$ cat config.mk
export PLATFORM = sky130hd
export DESIGN_NAME = led_ctrl_flat
export DESIGN_NICKNAME = d
export VERILOG_FILES = /design/src/rtl/led_ctrl_pkg.sv /design/src/rtl/led_ctrl_if.sv /design/src/rtl/led_ctrl_channel.sv /design/src/rtl/led_ctrl.sv /design/src/flat_wrapper.sv
export SDC_FILE = /design/constraint.sdc
export NUM_CORES = 1
export LEC_CHECK = 0
export CORE_MARGIN = 2
export CORE_UTILIZATION = 50
export CTS_BUF_LIST = sky130_fd_sc_hd__clkbuf_16
export DETAILED_ROUTE_END_ITERATION = 8
export GPL_ROUTABILITY_DRIVEN = 0
export PLACE_DENSITY = 0.72
export REMOVE_ABC_BUFFERS = 1
export SLEW_MARGIN = 15
export SYNTH_ARGS = -nofsm -noshare
export SYNTH_HDL_FRONTEND = slang
export SYNTH_SLANG_ARGS = --single-unit
export TNS_END_PERCENT = 100
$ cat constraint.sdc
create_clock -name clk_i -period 2 [get_ports clk_i]
set_input_delay 0.2 -clock clk_i [delete_from_list [all_inputs] [get_ports clk_i]]
set_output_delay 0.2 -clock clk_i [all_outputs]
set_load 0.01 [all_outputs]
$ cat src/rtl/led_ctrl_pkg.sv
// Shared definitions for the LED controller.
// - led_mode_e : 2-bit channel mode (OFF, ON, BLINK, PWM)
// - ALPACACORN_CONFIG_ID : board identification pattern shown out of reset
// - reset_mode() : maps one CONFIG_ID bit to the channel's reset mode
package led_ctrl_pkg;

  typedef enum logic [1:0] {
    LED_MODE_OFF   = 2'd0,
    LED_MODE_ON    = 2'd1,
    LED_MODE_BLINK = 2'd2,
    LED_MODE_PWM   = 2'd3
  } led_mode_e;

  localparam logic [15:0] ALPACACORN_CONFIG_ID = 16'h0055;

  function automatic led_mode_e reset_mode(input logic on);
    return on ? LED_MODE_ON : LED_MODE_OFF;
  endfunction

endpackage

$ cat src/rtl/led_ctrl_if.sv
// Peripheral-bus port of the LED controller.
// - we_i    : write strobe
// - addr_i  : channel select
// - wdata_i : {duty, mode}
// - rdata_o : registered {duty, mode} readback of the channel at addr_i
interface led_ctrl_if #(
  parameter int unsigned PWM_BITS = 8
);
  logic                  we_i;
  logic [3:0]            addr_i;
  logic [PWM_BITS+1:0]   wdata_i;
  logic [PWM_BITS+1:0]   rdata_o;

  modport master (output we_i, output addr_i, output wdata_i, input rdata_o);
  modport slave  (input we_i, input addr_i, input wdata_i, output rdata_o);
endinterface

$ cat src/rtl/led_ctrl_channel.sv
// One LED channel: mode/duty registers plus the registered LED drive bit.
// - clk_i, rst_i    : clock, synchronous active-high reset
// - we_i            : write strobe already decoded for this channel
// - wdata_i         : {duty, mode}
// - pwm_cnt_i       : shared PWM counter
// - blink_phase_i   : shared blink phase
// - cfg_o           : current {duty, mode} for readback
// - led_o           : registered LED output
module led_ctrl_channel
  import led_ctrl_pkg::*;
#(
  parameter int unsigned PWM_BITS = 8,
  parameter logic        RST_ON   = 1'b0
) (
  input  logic                clk_i,
  input  logic                rst_i,
  input  logic                we_i,
  input  logic [PWM_BITS+1:0] wdata_i,
  input  logic [PWM_BITS-1:0] pwm_cnt_i,
  input  logic                blink_phase_i,
  output logic [PWM_BITS+1:0] cfg_o,
  output logic                led_o
);

  led_mode_e           mode_q;
  logic [PWM_BITS-1:0] duty_q;
  logic                led_d;
  logic                led_q;

  always_comb begin
    led_d = 1'b0;
    unique case (mode_q)
      LED_MODE_OFF:   led_d = 1'b0;
      LED_MODE_ON:    led_d = 1'b1;
      LED_MODE_BLINK: led_d = blink_phase_i;
      LED_MODE_PWM:   led_d = (pwm_cnt_i < duty_q);
      default:        led_d = 1'b0;
    endcase
  end

  always_ff @(posedge clk_i) begin
    if (rst_i) begin
      mode_q <= reset_mode(RST_ON);
      duty_q <= '0;
      led_q  <= 1'b0;
    end else begin
      // Output is computed from the pre-write state, giving one cycle of
      // write-to-LED latency.
      led_q <= led_d;
      if (we_i) begin
        mode_q <= led_mode_e'(wdata_i[1:0]);
        duty_q <= wdata_i[PWM_BITS+1:2];
      end
    end
  end

  assign cfg_o = {duty_q, mode_q};
  assign led_o = led_q;

endmodule

$ cat src/rtl/led_ctrl.sv
// Register-programmable LED controller, N_LEDS channels of OFF/ON/BLINK/PWM.
// - clk_i, rst_i : clock, synchronous active-high reset
// - bus          : write/read port (led_ctrl_if slave)
// - tick_o       : registered one-cycle pulse per PWM tick
// - led_o        : registered LED drive, active-high
// Holds the shared prescaler, PWM counter, blink counter and readback mux.
module led_ctrl
  import led_ctrl_pkg::*;
#(
  parameter int unsigned N_LEDS      = 7,
  parameter logic [15:0] CONFIG_ID   = ALPACACORN_CONFIG_ID,
  parameter int unsigned PWM_BITS    = 8,
  parameter int unsigned PRESCALE    = 16,
  parameter int unsigned BLINK_WRAPS = 32
) (
  input  logic              clk_i,
  input  logic              rst_i,
  led_ctrl_if.slave         bus,
  output logic              tick_o,
  output logic [N_LEDS-1:0] led_o
);

  localparam int unsigned PS_W = (PRESCALE > 1) ? $clog2(PRESCALE) : 1;
  localparam int unsigned BW   = (BLINK_WRAPS > 1) ? $clog2(BLINK_WRAPS) : 1;

  logic [PS_W-1:0]     prescale_cnt_q, prescale_cnt_d;
  logic [PWM_BITS-1:0] pwm_cnt_q, pwm_cnt_d;
  logic [BW-1:0]       blink_cnt_q, blink_cnt_d;
  logic                blink_phase_q, blink_phase_d;
  logic                tick_q, tick_d;
  logic                wrap;
  logic                blink_last;
  logic [PWM_BITS+1:0] rdata_q, rdata_d;
  logic [PWM_BITS+1:0] cfg [N_LEDS];

  always_comb begin
    tick_d         = (prescale_cnt_q == PS_W'(PRESCALE - 1));
    prescale_cnt_d = tick_d ? '0 : prescale_cnt_q + PS_W'(1);
    pwm_cnt_d      = tick_d ? pwm_cnt_q + PWM_BITS'(1) : pwm_cnt_q;
    wrap           = tick_d && (&pwm_cnt_q);
    blink_last     = (blink_cnt_q == BW'(BLINK_WRAPS - 1));
    blink_cnt_d    = blink_cnt_q;
    blink_phase_d  = blink_phase_q;
    if (wrap) begin
      blink_cnt_d   = blink_last ? '0 : blink_cnt_q + BW'(1);
      blink_phase_d = blink_phase_q ^ blink_last;
    end
  end

  // Unmatched (out-of-range) addresses fall through to zero.
  always_comb begin
    rdata_d = '0;
    for (int unsigned i = 0; i < N_LEDS; i++) begin
      if (bus.addr_i == 4'(i)) rdata_d = cfg[i];
    end
  end

  always_ff @(posedge clk_i) begin
    if (rst_i) begin
      prescale_cnt_q <= '0;
      pwm_cnt_q      <= '0;
      blink_cnt_q    <= '0;
      blink_phase_q  <= 1'b0;
      tick_q         <= 1'b0;
      rdata_q        <= '0;
    end else begin
      prescale_cnt_q <= prescale_cnt_d;
      pwm_cnt_q      <= pwm_cnt_d;
      blink_cnt_q    <= blink_cnt_d;
      blink_phase_q  <= blink_phase_d;
      tick_q         <= tick_d;
      rdata_q        <= rdata_d;
    end
  end

  for (genvar g = 0; g < N_LEDS; g++) begin : g_ch
    led_ctrl_channel #(
      .PWM_BITS (PWM_BITS),
      .RST_ON   (CONFIG_ID[g])
    ) u_ch (
      .clk_i         (clk_i),
      .rst_i         (rst_i),
      .we_i          (bus.we_i && (bus.addr_i == 4'(g))),
      .wdata_i       (bus.wdata_i),
      .pwm_cnt_i     (pwm_cnt_q),
      .blink_phase_i (blink_phase_q),
      .cfg_o         (cfg[g]),
      .led_o         (led_o[g])
    );
  end

  assign tick_o      = tick_q;
  assign bus.rdata_o = rdata_q;

endmodule
$ cat src/flat_wrapper.sv
// flat-port wrapper written by rule: the top's interface ports become plain ports
module led_ctrl_flat import led_ctrl_pkg::*;
#(
  parameter int unsigned N_LEDS      = 7,
  parameter logic [15:0] CONFIG_ID   = ALPACACORN_CONFIG_ID,
  parameter int unsigned PWM_BITS    = 8,
  parameter int unsigned PRESCALE    = 16,
  parameter int unsigned BLINK_WRAPS = 32
)
  (clk_i, rst_i, tick_o, led_o, bus_we_i, bus_addr_i, bus_wdata_i, bus_rdata_o);
  led_ctrl_if #(.PWM_BITS(PWM_BITS)) bus_i ();
  input  logic clk_i;
  input  logic rst_i;
  output logic tick_o;
  output logic [N_LEDS-1:0] led_o;
  input wire logic [$bits(bus_i.we_i)-1:0] bus_we_i;
  input wire logic [$bits(bus_i.addr_i)-1:0] bus_addr_i;
  input wire logic [$bits(bus_i.wdata_i)-1:0] bus_wdata_i;
  output wire logic [$bits(bus_i.rdata_o)-1:0] bus_rdata_o;
  assign bus_i.we_i = bus_we_i;
  assign bus_i.addr_i = bus_addr_i;
  assign bus_i.wdata_i = bus_wdata_i;
  assign bus_rdata_o = bus_i.rdata_o;
  led_ctrl #(.N_LEDS(N_LEDS), .CONFIG_ID(CONFIG_ID), .PWM_BITS(PWM_BITS), .PRESCALE(PRESCALE), .BLINK_WRAPS(BLINK_WRAPS)) u_core (.clk_i(clk_i), .rst_i(rst_i), .bus(bus_i), .tick_o(tick_o), .led_o(led_o));
endmodule
Word-level counts from Yosys, hierarchy flattened
Index checks and enable logic that the tools add are counted.

Flip-flop bits (word level): 106. Logic and storage cells: 100.

Order comparisons: 7. Bitwise logic cells: 1. Muxes and demuxes: 15. $add $sub $neg: 3. Reduce and logical (&&, ||, !) cells: 18. Equality and inequality tests: 29.

Operators with widths (count): 10-bit 2-to-1 mux (7); 8-bit less-than comparator (7); 2-bit == test, second input constant (14); 1-bit one-hot mux with 4 select lines (7); 2-bit by 1-bit == test with 1-bit output, second input constant (7); 2-bit zero test (7); 4-bit by 3-bit == test with 1-bit output, second input constant (3); 8-bit by 1-bit adder with 8-bit output, second input constant (1); 4-bit by 2-bit == test with 1-bit output, second input constant (2); 1-bit logical AND (8); 8-bit AND reduction (1); 5-bit by 1-bit adder with 5-bit output, second input constant (1); 5-bit == test, second input constant (1); 5-bit 2-to-1 mux (1); 4-bit by 1-bit adder with 4-bit output, second input constant (1); 4-bit by 1-bit == test with 1-bit output, second input constant (1); 4-bit == test, second input constant (1); 4-bit zero test (1); 2-bit OR reduction (1); 1-bit bitwise XOR (1).

Logic depth before layout (Yosys ltp)
Gate-level depths: netlist of the first run.

Depth after elaboration: 8. Depth in mapped cells: 8. Depth with buffers taken out: 6.

Cells and area by module
From an unflattened synthesis of the first run, not the netlist that was laid out.

Cell total of the unflattened synthesis: 671. Area, all modules: 5920.7 um^2.

By module, submodules not included: led_ctrl_channel (u_core.g_ch[0].u_ch ...) (cells an instance 61, seq. area each 220.2 um^2, area an instance 581.8 um^2, instances 4); led_ctrl (cells an instance 244, seq. area each 580.6 um^2, area an instance 1851.8 um^2, instances 1); led_ctrl_channel (u_core.g_ch[1].u_ch ...) (cells an instance 61, seq. area each 220.2 um^2, area an instance 580.6 um^2, instances 3).

Least setup slack after synthesis of the first run
No wires, ideal clock.

Kind: reg-to-reg. Start: register u_core.pwm_cnt_q[1]. End: register u_core.blink_cnt_q[3]. Path slack: 249 ps. Data required time: 1929 ps. Cell stages (with the launch flop): 7. Library setup time: 71 ps. Clock period less this slack: 1751 ps. Data arrival time: 1681 ps. Path through: dfxtp_1 > ha_1 > and2_2 > nand4_4 > buf_6 > or4_1 > a21oi_1.

Cells in the longest elaborated chain, start to end: 2.

RTL lines: start, declared (RTL line led_ctrl.sv:27) `logic [PWM_BITS-1:0] pwm_cnt_q, pwm_cnt_d;`; start signal, assigned (RTL line led_ctrl.sv:68) `pwm_cnt_q <= pwm_cnt_d;`; 8-bit AND reduction (RTL line led_ctrl.sv:40) `wrap = tick_d && (&pwm_cnt_q);`; 1-bit logical AND (RTL line led_ctrl.sv:40); end signal, assigned (RTL line led_ctrl.sv:69) `blink_cnt_q <= blink_cnt_d;`; end, declared (RTL line led_ctrl.sv:28) `logic [BW-1:0] blink_cnt_q, blink_cnt_d;`.

No other way between the ends. A chain may end at the register's enable or synchronous reset.

Worst setup path in the final report of the first run
Start: register u_core.pwm_cnt_q[7]. End: register u_core.g_ch[1].u_ch.led_q.

Cells in the longest elaborated chain, start to end: 2.

RTL lines: 8-bit less-than comparator (RTL line led_ctrl_channel.sv:36) `LED_MODE_PWM: led_d = (pwm_cnt_i < duty_q);`; 1-bit one-hot mux with 4 select lines (RTL line led_ctrl_channel.sv:32) `unique case (mode_q)`; end signal, assigned (RTL line led_ctrl_channel.sv:49) `led_q <= led_d;`; end, declared (RTL line led_ctrl_channel.sv:28) `logic led_q;`.

No other way between the ends.

==> key figures, run 1 <==
Critical path
  • Worst Setup Start Kind: flip-flop
  • Worst Setup End Kind: flip-flop
  • CP required: 2.25 ns
  • R2r startpoint: u_core.pwm_cnt_q[7]
  • CP Class: flip-flop to flip-flop
  • Critical Path AT: 2.23 ns
  • Worst-path maximum fanout: 7
  • Crit. Startpoint: u_core.pwm_cnt_q[7]

STA
  • Hold Slack: 0.386 ns
  • Min cycle time layout: 1.98 ns
  • Clock Skews: 0.00508 ns
  • Max-slew violations: 0
  • Hold Fails Final Rpt: 0
  • Fin worst setup slack: 0.0197 ns
  • Final setup violating endpoints: 0
  • Fin crit share: 99.0%
  • Slew at the pin closest to its max-slew limit: 0.524 ns
  • Setup TNS: 0 ns
  • RSZ-0062 raised after global routing: false
  • Fmax: 505 MHz
  • Relative slew margins: 65.0%

Floorplan
  • Die Wd: 111 um
  • Initial core utilization: 51.9%
  • DIE AREA: 12300 um2
  • Vert. Die Dim: 111 um
  • Core Box Area: 11000 um2
  • FP Rows: 38
  • Ports: 35

Clocking
  • CTS tree: built
  • CTS buffer count: 9
  • H-tree depth: 3
  • CTS Buffer Depth: 2
  • CTS sink cnt: 106
  • Worst-skew pair later-pin latency: 0.35 ns
  • Clk slew on worst S/H paths: 0.07 ns
  • Root Buffer: clkbuf_16
  • # Post-CTS Setup Buffers: 0

Yosys
  • Post-synthesis sequential area ratio: 37.3%
  • Cell taking the most area after synthesis: dfxtp_1
  • Mapped Area: 5700 um2
  • Synth Warn #: 0
  • XOR/XNOR Fraction of Synth Area: 1.08%
  • Synth cell count leaders: 106 x dfxtp_1, 100 x nor2_1, 73 x mux2i_1, 59 x inv_1, 53 x ha_1
  • Count leader, synth: dfxtp_1
  • Mux cell area share after synthesis: 16.6%
  • Post-synthesis adder-cell area fraction: 11.6%
  • Combinational family with the most area after synthesis: multiplexers
  • Post-Syn Instances: 618
  • Synth Area in Simple Gates: 13.0%
  • Synth top area cells: dfxtp_1 37%, mux2i_1 13%, ha_1 12%, nor2_1 6.6%, inv_1 3.9%
  • Syn_area_per_cell: 9.22 um2
  • Ys async rst share: 0%
  • Top_reg_cell synth: dfxtp_1
  • Number of synthesized flops with an enable pin: 0
  • Synth top area share: 37.3%
  • #FFs+latches synth: 106
  • Post-synthesis compound-gate area fraction: 12.8%
  • Synth unique cells: 45

GRT
  • Vias in the first global route: 4738
  • GRT Util Overall: 23.3%
  • Initial antenna violation count: 0
  • Largest net degree at the start of global routing: 107
  • First-pass GRT wire length: 23.1 mm
  • Grt ovf: 0

Status
  • Outcome: complete, no violations

Route
  • Total wire length: 13.9 mm
  • Routed via count: 4617
  • Highest Signal Layer: met4
  • Met2 WL: 6.90 mm
  • Vias/cell: 5.76
  • Avg WL per Cell: 17.3 um
  • Post-route ant nets: 0
  • Metal3 WL: 643 um
  • DRC: 0
  • Initial DRT Pass Iterations: 5
  • Initial DRC count: 265
  • Met1 Wirelength: 6.02 mm

Hold path
  • Hold_sp: rst_i
  • Hold Crit Class: input pin to flip-flop

Flow run
  • Max_cap viols: 0

Placed design
  • Post-place setup slack: -0.0243 ns
  • Post-DP HPWL: 10.3 mm
  • Placed Cells: 786
  • Port-buffer cells: 34

Finish
  • Syn-to-layout area delta: 15.7%
  • Final core utilization: 60.0%
  • Share of cells above drive strength 1: 9.67%
  • Final #Nets: 727
  • Post-route non-filler standard cell count: 802
  • Diode count: 0

Power
  • Pwr per Cell Area: 623 nW/um2
  • VDD IR max: 609 uV
  • Cell leakage power: 0.00288 uW
==> final cells by class <==
cell class                      instances  area [um2]
Fill cell                             922        4390
Multi-Input combinational cell        414        3140
Clock inverter                          7        37.5
Clock buffer                            9         225
Sequential cell                       106        2120
Tap cell                              140         175
Timing Repair Buffer                   67         673
Inverter                               59         221
==> what timing repair did <==
item / 4_1_cts / 5_1_grt
hold endpoints to repair: 0 / 0
gates resized for setup: 0 / 1
hold buffers: 0 / 0
endpoints found under the setup margin: 0 / 2
==> state kept, by name, summed over array words and instances (netlist names) <==
register and cells:
u_core.g_ch.u_ch.led_o 7, u_core.g_ch.u_ch.duty_q 56, u_core.blink_cnt_q 5, u_core.pwm_cnt_q 8
u_core.blink_phase_q 1, u_core.g_ch.u_ch.mode_q 14, u_core.bus.rdata_o 10, u_core.tick_o 1
u_core.prescale_cnt_q 4
==> final timing paths <==
kind	end	slack (ns)	cells past startpoint
max	u_core.g_ch[1].u_ch.led_o	0.02	6
max reg2reg	u_core.g_ch[1].u_ch.led_o	0.02	6
min reg2reg	u_core.prescale_cnt_q[0]	0.49	1
min	u_core.pwm_cnt_q[5]	0.39	3
==> layout by cell type, fill, tap and decap left out, types with 3 or more instances in the layout <==
cell / n
a211o_1: 4
buf_12: 7
ha_1: 53
nand2_1: 15
dfxtp_1: 105
nor3_1: 8
nor2b_1: 10
a2111oi_0: 3
xnor2_1: 4
o21ai_0: 19
o21a_1: 14
a211oi_1: 7
a22oi_1: 6
clkdlybuf4s50_1: 33
inv_1: 60
a21oi_1: 33
clkbuf_16: 9
xor2_1: 3
mux2i_1: 73
mux4_2: 9
o2bb2ai_1: 6
nor2_1: 100
buf_4: 27
a311oi_1: 7
and3_1: 4
nand3_1: 10
a41o_1: 7
==> worst max-delay path, stage by stage, from the launching register on <==
cell and delay, ns:
dfxtp_1 0.34, buf_12 0.15, ha_1 0.31, a211oi_1 0.38, o21ai_0 0.17, a41o_1 0.24
a311oi_1 0.30
==> where the power goes <==
group,switching [uW],internal (uW)
Combinational,182,158
Sequential,25.7,2140
Clock,768,829
Total,975,3130
==> cells by family (layout without fill, tap and decap cells) <==
logic type,Yosys count,count (layout)
simple gates,162,162
compound gates,109,109
flops,106,106
buf+inv,98,142
mux,83,83
fa+ha+maj,53,53
xor+xnor,7,7
==> layer usage <==
metal  track usage (%)  vias to the layer above
li1                  -                     2224
met1              28.6                     2254
met2              40.2                      107
met3              4.65                       32
met4              9.17                        0
met5                 0                        -
==> per-stage QoR <==
step / power, uW / area, um2
2_1_floorplan: 2340 / 5480
3_3_place_gp: 2550 / 6330
3_5_place_dp: 2560 / 6330
4_1_cts: 4140 / 6590
5_1_grt: 4250 / 6590
6_report: 4110 / 6590
(Power assumes the default switching activity.)
==> run 2: changes to the inputs <==
--- a/config.mk
+++ b/config.mk
@@ -12,8 +12,10 @@
 export GPL_ROUTABILITY_DRIVEN = 0
 export PLACE_DENSITY = 0.72
 export REMOVE_ABC_BUFFERS = 1
+export SKIP_CTS_REPAIR_TIMING = 1
 export SLEW_MARGIN = 15
 export SYNTH_ARGS = -nofsm -noshare
 export SYNTH_HDL_FRONTEND = slang
+export SYNTH_HIERARCHICAL = 1
 export SYNTH_SLANG_ARGS = --single-unit
 export TNS_END_PERCENT = 100
==> constraint.sdc (replaced) <==
create_clock -name clk_i -period 2.3 [get_ports clk_i]
set_input_delay 0.23 -clock clk_i [delete_from_list [all_inputs] [get_ports clk_i]]
set_output_delay 0.23 -clock clk_i [all_outputs]
set_load 0.01 [all_outputs]
==> key figures, run 2 <==
Yosys
  • Combinational family with the most area after synthesis: simple AND/OR/NAND/NOR gates (was multiplexers)
  • Mux cell area share after synthesis: 12.5% (was 16.6%)
  • Synth top area cells: dfxtp_1 36%, mux2i_1 13%, ha_1 11%, nor2_1 5.7%, inv_1 3.6% (was dfxtp_1 37%, mux2i_1 13%, ha_1 12%, nor2_1 6.6%, inv_1 3.9%)
  • Number of synthesized flops with an enable pin: 0 (unchanged)
  • Post-synthesis sequential area ratio: 35.8% (was 37.3%)
  • Count leader, synth: dfxtp_1 (unchanged)
  • Synth unique cells: 43 (was 45)
  • Mapped Area: 5920 um2 (was 5700 um2)
  • Post-synthesis adder-cell area fraction: 11.2% (was 11.6%)
  • #FFs+latches synth: 106 (unchanged)
  • Synth Area in Simple Gates: 19.0% (was 13.0%)
  • Synth cell count leaders: 106 x dfxtp_1, 90 x nor2_1, 74 x mux2i_1, 56 x inv_1, 53 x ha_1 (was 106 x dfxtp_1, 100 x nor2_1, 73 x mux2i_1, 59 x inv_1, 53 x ha_1)
  • Syn_area_per_cell: 8.82 um2 (was 9.22 um2)
  • Post-Syn Instances: 671 (was 618)
  • Ys async rst share: 0% (unchanged)
  • Top_reg_cell synth: dfxtp_1 (unchanged)
  • XOR/XNOR Fraction of Synth Area: 1.18% (was 1.08%)
  • Post-synthesis compound-gate area fraction: 14.4% (was 12.8%)
  • Synth top area share: 35.8% (was 37.3%)
  • Cell taking the most area after synthesis: dfxtp_1 (unchanged)
  • Synth Warn #: 6 (was 0)

Critical path
  • Worst Setup Start Kind: flip-flop (unchanged)
  • CP required: 2.58 ns (was 2.25 ns)
  • Worst-path maximum fanout: 10 (was 7)
  • CP Class: flip-flop to flip-flop (unchanged)
  • Worst Setup End Kind: flip-flop (unchanged)
  • Critical Path AT: 2.38 ns (was 2.23 ns)

Power
  • Pwr per Cell Area: 547 nW/um2 (was 623 nW/um2)
  • VDD IR max: 386 uV (was 609 uV)
  • Logic pwr share: 9.0% (was 8.3%)
  • Internal power consumption: 2850 uW (was 3130 uW)
  • Cell leakage power: 0.00253 uW (was 0.00288 uW)
  • Clock power frac: 40.4% (was 38.9%)
  • Final Power: 3730 uW (was 4110 uW)
  • Flop pwr share: 50.6% (was 52.8%)
  • Switch Pwr: 887 uW (was 975 uW)
  • Switching share of power: 23.8% (was 23.7%)

Finish
  • Diode count: 0 (unchanged)
  • Syn-to-layout area delta: 15.3% (was 15.7%)
  • Largest register FFs: 56 (unchanged)
  • Final #Nets: 778 (was 727)
  • Share of cells above drive strength 1: 8.42% (was 9.67%)
  • Most flops, register: u_core/g_ch.u_ch/duty_q (was u_core.g_ch.u_ch.duty_q)
  • Most frequent cells in the layout: 106 x dfxtp_1, 90 x nor2_1, 74 x mux2i_1 (was 105 x dfxtp_1, 100 x nor2_1, 73 x mux2i_1)
  • Final core utilization: 59.6% (was 60.0%)
  • Most common cell after layout, fill and taps aside: dfxtp_1 (unchanged)

GRT
  • Initial antenna violation count: 0 (unchanged)
  • Grt ovf: 0 (unchanged)
  • Met1 global-route usage: 31.2% (was 28.6%)
  • Largest net degree at the start of global routing: 64 (was 107)
  • Vias in the first global route: 4781 (was 4738)
  • First-pass GRT wire length: 23.4 mm (was 23.1 mm)
  • Top Usage Layer GRT: met2 (unchanged)
  • GR Util met3: 3.96% (was 4.65%)
  • M2 GR Usage: 37.0% (was 40.2%)
  • GRT Util Overall: 22.9% (was 23.3%)

Clocking
  • Root Buffer: clkbuf_16 (unchanged)
  • CTS buffer count: 9 (unchanged)
  • CTS sink cnt: 106 (unchanged)
  • Clk slew on worst S/H paths: 0.07 ns (about the same)
  • Worst-skew pair later-pin latency: 0.35 ns (about the same)
  • CTS Buffer Depth: 2 (unchanged)
  • CTS tree: built (unchanged)
  • H-tree depth: 3 (unchanged)

Route
  • Total wire length: 14.0 mm (was 13.9 mm)
  • Initial DRT Pass Iterations: 5 (unchanged)
  • Vias/cell: 5.63 (was 5.76)
  • Initial DRC count: 334 (was 265)
  • Routed via count: 4822 (was 4617)
  • Avg WL per Cell: 16.3 um (was 17.3 um)
  • DRC: 0 (unchanged)
  • Post-route ant nets: 0 (unchanged)

STA
  • RSZ-0062 raised after global routing: false (unchanged)
  • Max-slew violations: 0 (unchanged)
  • Setup TNS: 0 ns (unchanged)
  • Clock Skews: 0.00689 ns (was 0.00508 ns)
  • Fin crit share: 91.2% (was 99.0%)
  • Fmax: 477 MHz (was 505 MHz)
  • Relative slew margins: 59.2% (was 65.0%)
  • Min cycle time layout: 2.10 ns (was 1.98 ns)
  • Slew at the pin closest to its max-slew limit: 0.597 ns (was 0.524 ns)
  • Final setup violating endpoints: 0 (unchanged)
  • Hold Fails Final Rpt: 0 (unchanged)

Floorplan
  • DIE AREA: 12700 um2 (was 12300 um2)
  • Initial core utilization: 51.6% (was 51.9%)
  • Ports: 35 (unchanged)
  • Vert. Die Dim: 113 um (was 111 um)
  • FP Rows: 39 (was 38)
  • Die Wd: 113 um (was 111 um)
  • Core Box Area: 11500 um2 (was 11000 um2)

Placed design
  • Post-DP HPWL: 10.3 mm (about the same)
  • Port-buffer cells: 34 (unchanged)

Hold path
  • Hold Crit Class: input pin to flip-flop (unchanged)

Flow run
  • Max_cap viols: 0 (unchanged)

Status
  • Outcome: complete, no violations (unchanged)
[run 2: cell types whose count changed after synthesis, moves of 10 or more]
cell and change:
nor2_1 -10, nand2_1 +23, nand2b_1 +25, nand3b_1 +13, a21oi_1 -13, buf_4 -10
o21ai_0 +11
[run 2: power groups by stage]
stage	registers, uW	logic [uW]	clock network (uW)
after floorplan	1930	135	0
after global placement	1930	325	0
after detailed placement	1930	331	0
after CTS	1890	333	1550
after global routing	1890	363	1620
final	1890	336	1510
[run 2: layout make-up]
| cell class | instances | area (um2) |
|---|---|---|
| repair buffers | 58 | 568 |
| inverters | 57 | 214 |
| well taps | 143 | 179 |
| fillers | 979 | 4640 |
| clock buffers | 9 | 225 |
| flip-flops and latches | 106 | 2120 |
| multi-input cells | 476 | 3460 |
| clock inverters | 7 | 62.6 |
[run 2: kinds of logic (layout without fill, tap and decap cells)]
kind of cell             after synthesis  in the layout
AO/OA/AOI/OAI                        112            112
XOR/XNOR                               8              8
adder cells (fa/ha/maj)               53             53
buffers and inverters                 89            131
flip-flops                           106            106
multiplexers                          74             74
AND/OR/NAND/NOR                      229            229
[run 2: path summary, 6_finish.rpt]
check	startpoint	to	slack (ns)	cells past startpoint
hold / removal	rst_i	u_core/g_ch[4].u_ch/duty_q[1]	0.30	2
hold reg to reg	u_core/prescale_cnt_q[3]	u_core/tick_o	0.50	2
setup / recovery	u_core/pwm_cnt_q[0]	u_core/blink_cnt_q[2]	0.20	5
setup reg to reg	u_core/pwm_cnt_q[0]	u_core/blink_cnt_q[2]	0.20	5
[run 2: through the flow]
| stage | std cells | setup WS (ns) | instance area [um2] | hold WS, ns |
|---|---|---|---|---|
| 2_1_floorplan | 639 | 0.325 | 5780 | 0.296 |
| 3_3_place_gp | 840 | 0.134 | 6540 | 0.465 |
| 3_5_place_dp | 840 | 0.0321 | 6540 | 0.494 |
| 4_1_cts | 856 | 0.213 | 6830 | 0.292 |
| 5_1_grt | 856 | 0.0698 | 6830 | 0.307 |
| 6_report | 856 | 0.202 | 6830 | 0.299 |
[run 2: critical path, cell delays in order, from the launching register on]
cell	delay, ns
dfxtp_1	0.52
ha_1	0.28
nand2_1	0.07
or4_4	0.54
or4b_1	0.49
a21oi_1	0.14
[run 2: per-layer routing]
metal / wire (um) / vias to the layer above / share of wire [%]
met2: 6530 / 115 / 47
met5: 0 / - / 0
met1: 6630 / 2272 / 47
met4: 214 / 0 / 1.5
li1: - / 2416 / -
met3: 594 / 19 / 4.3
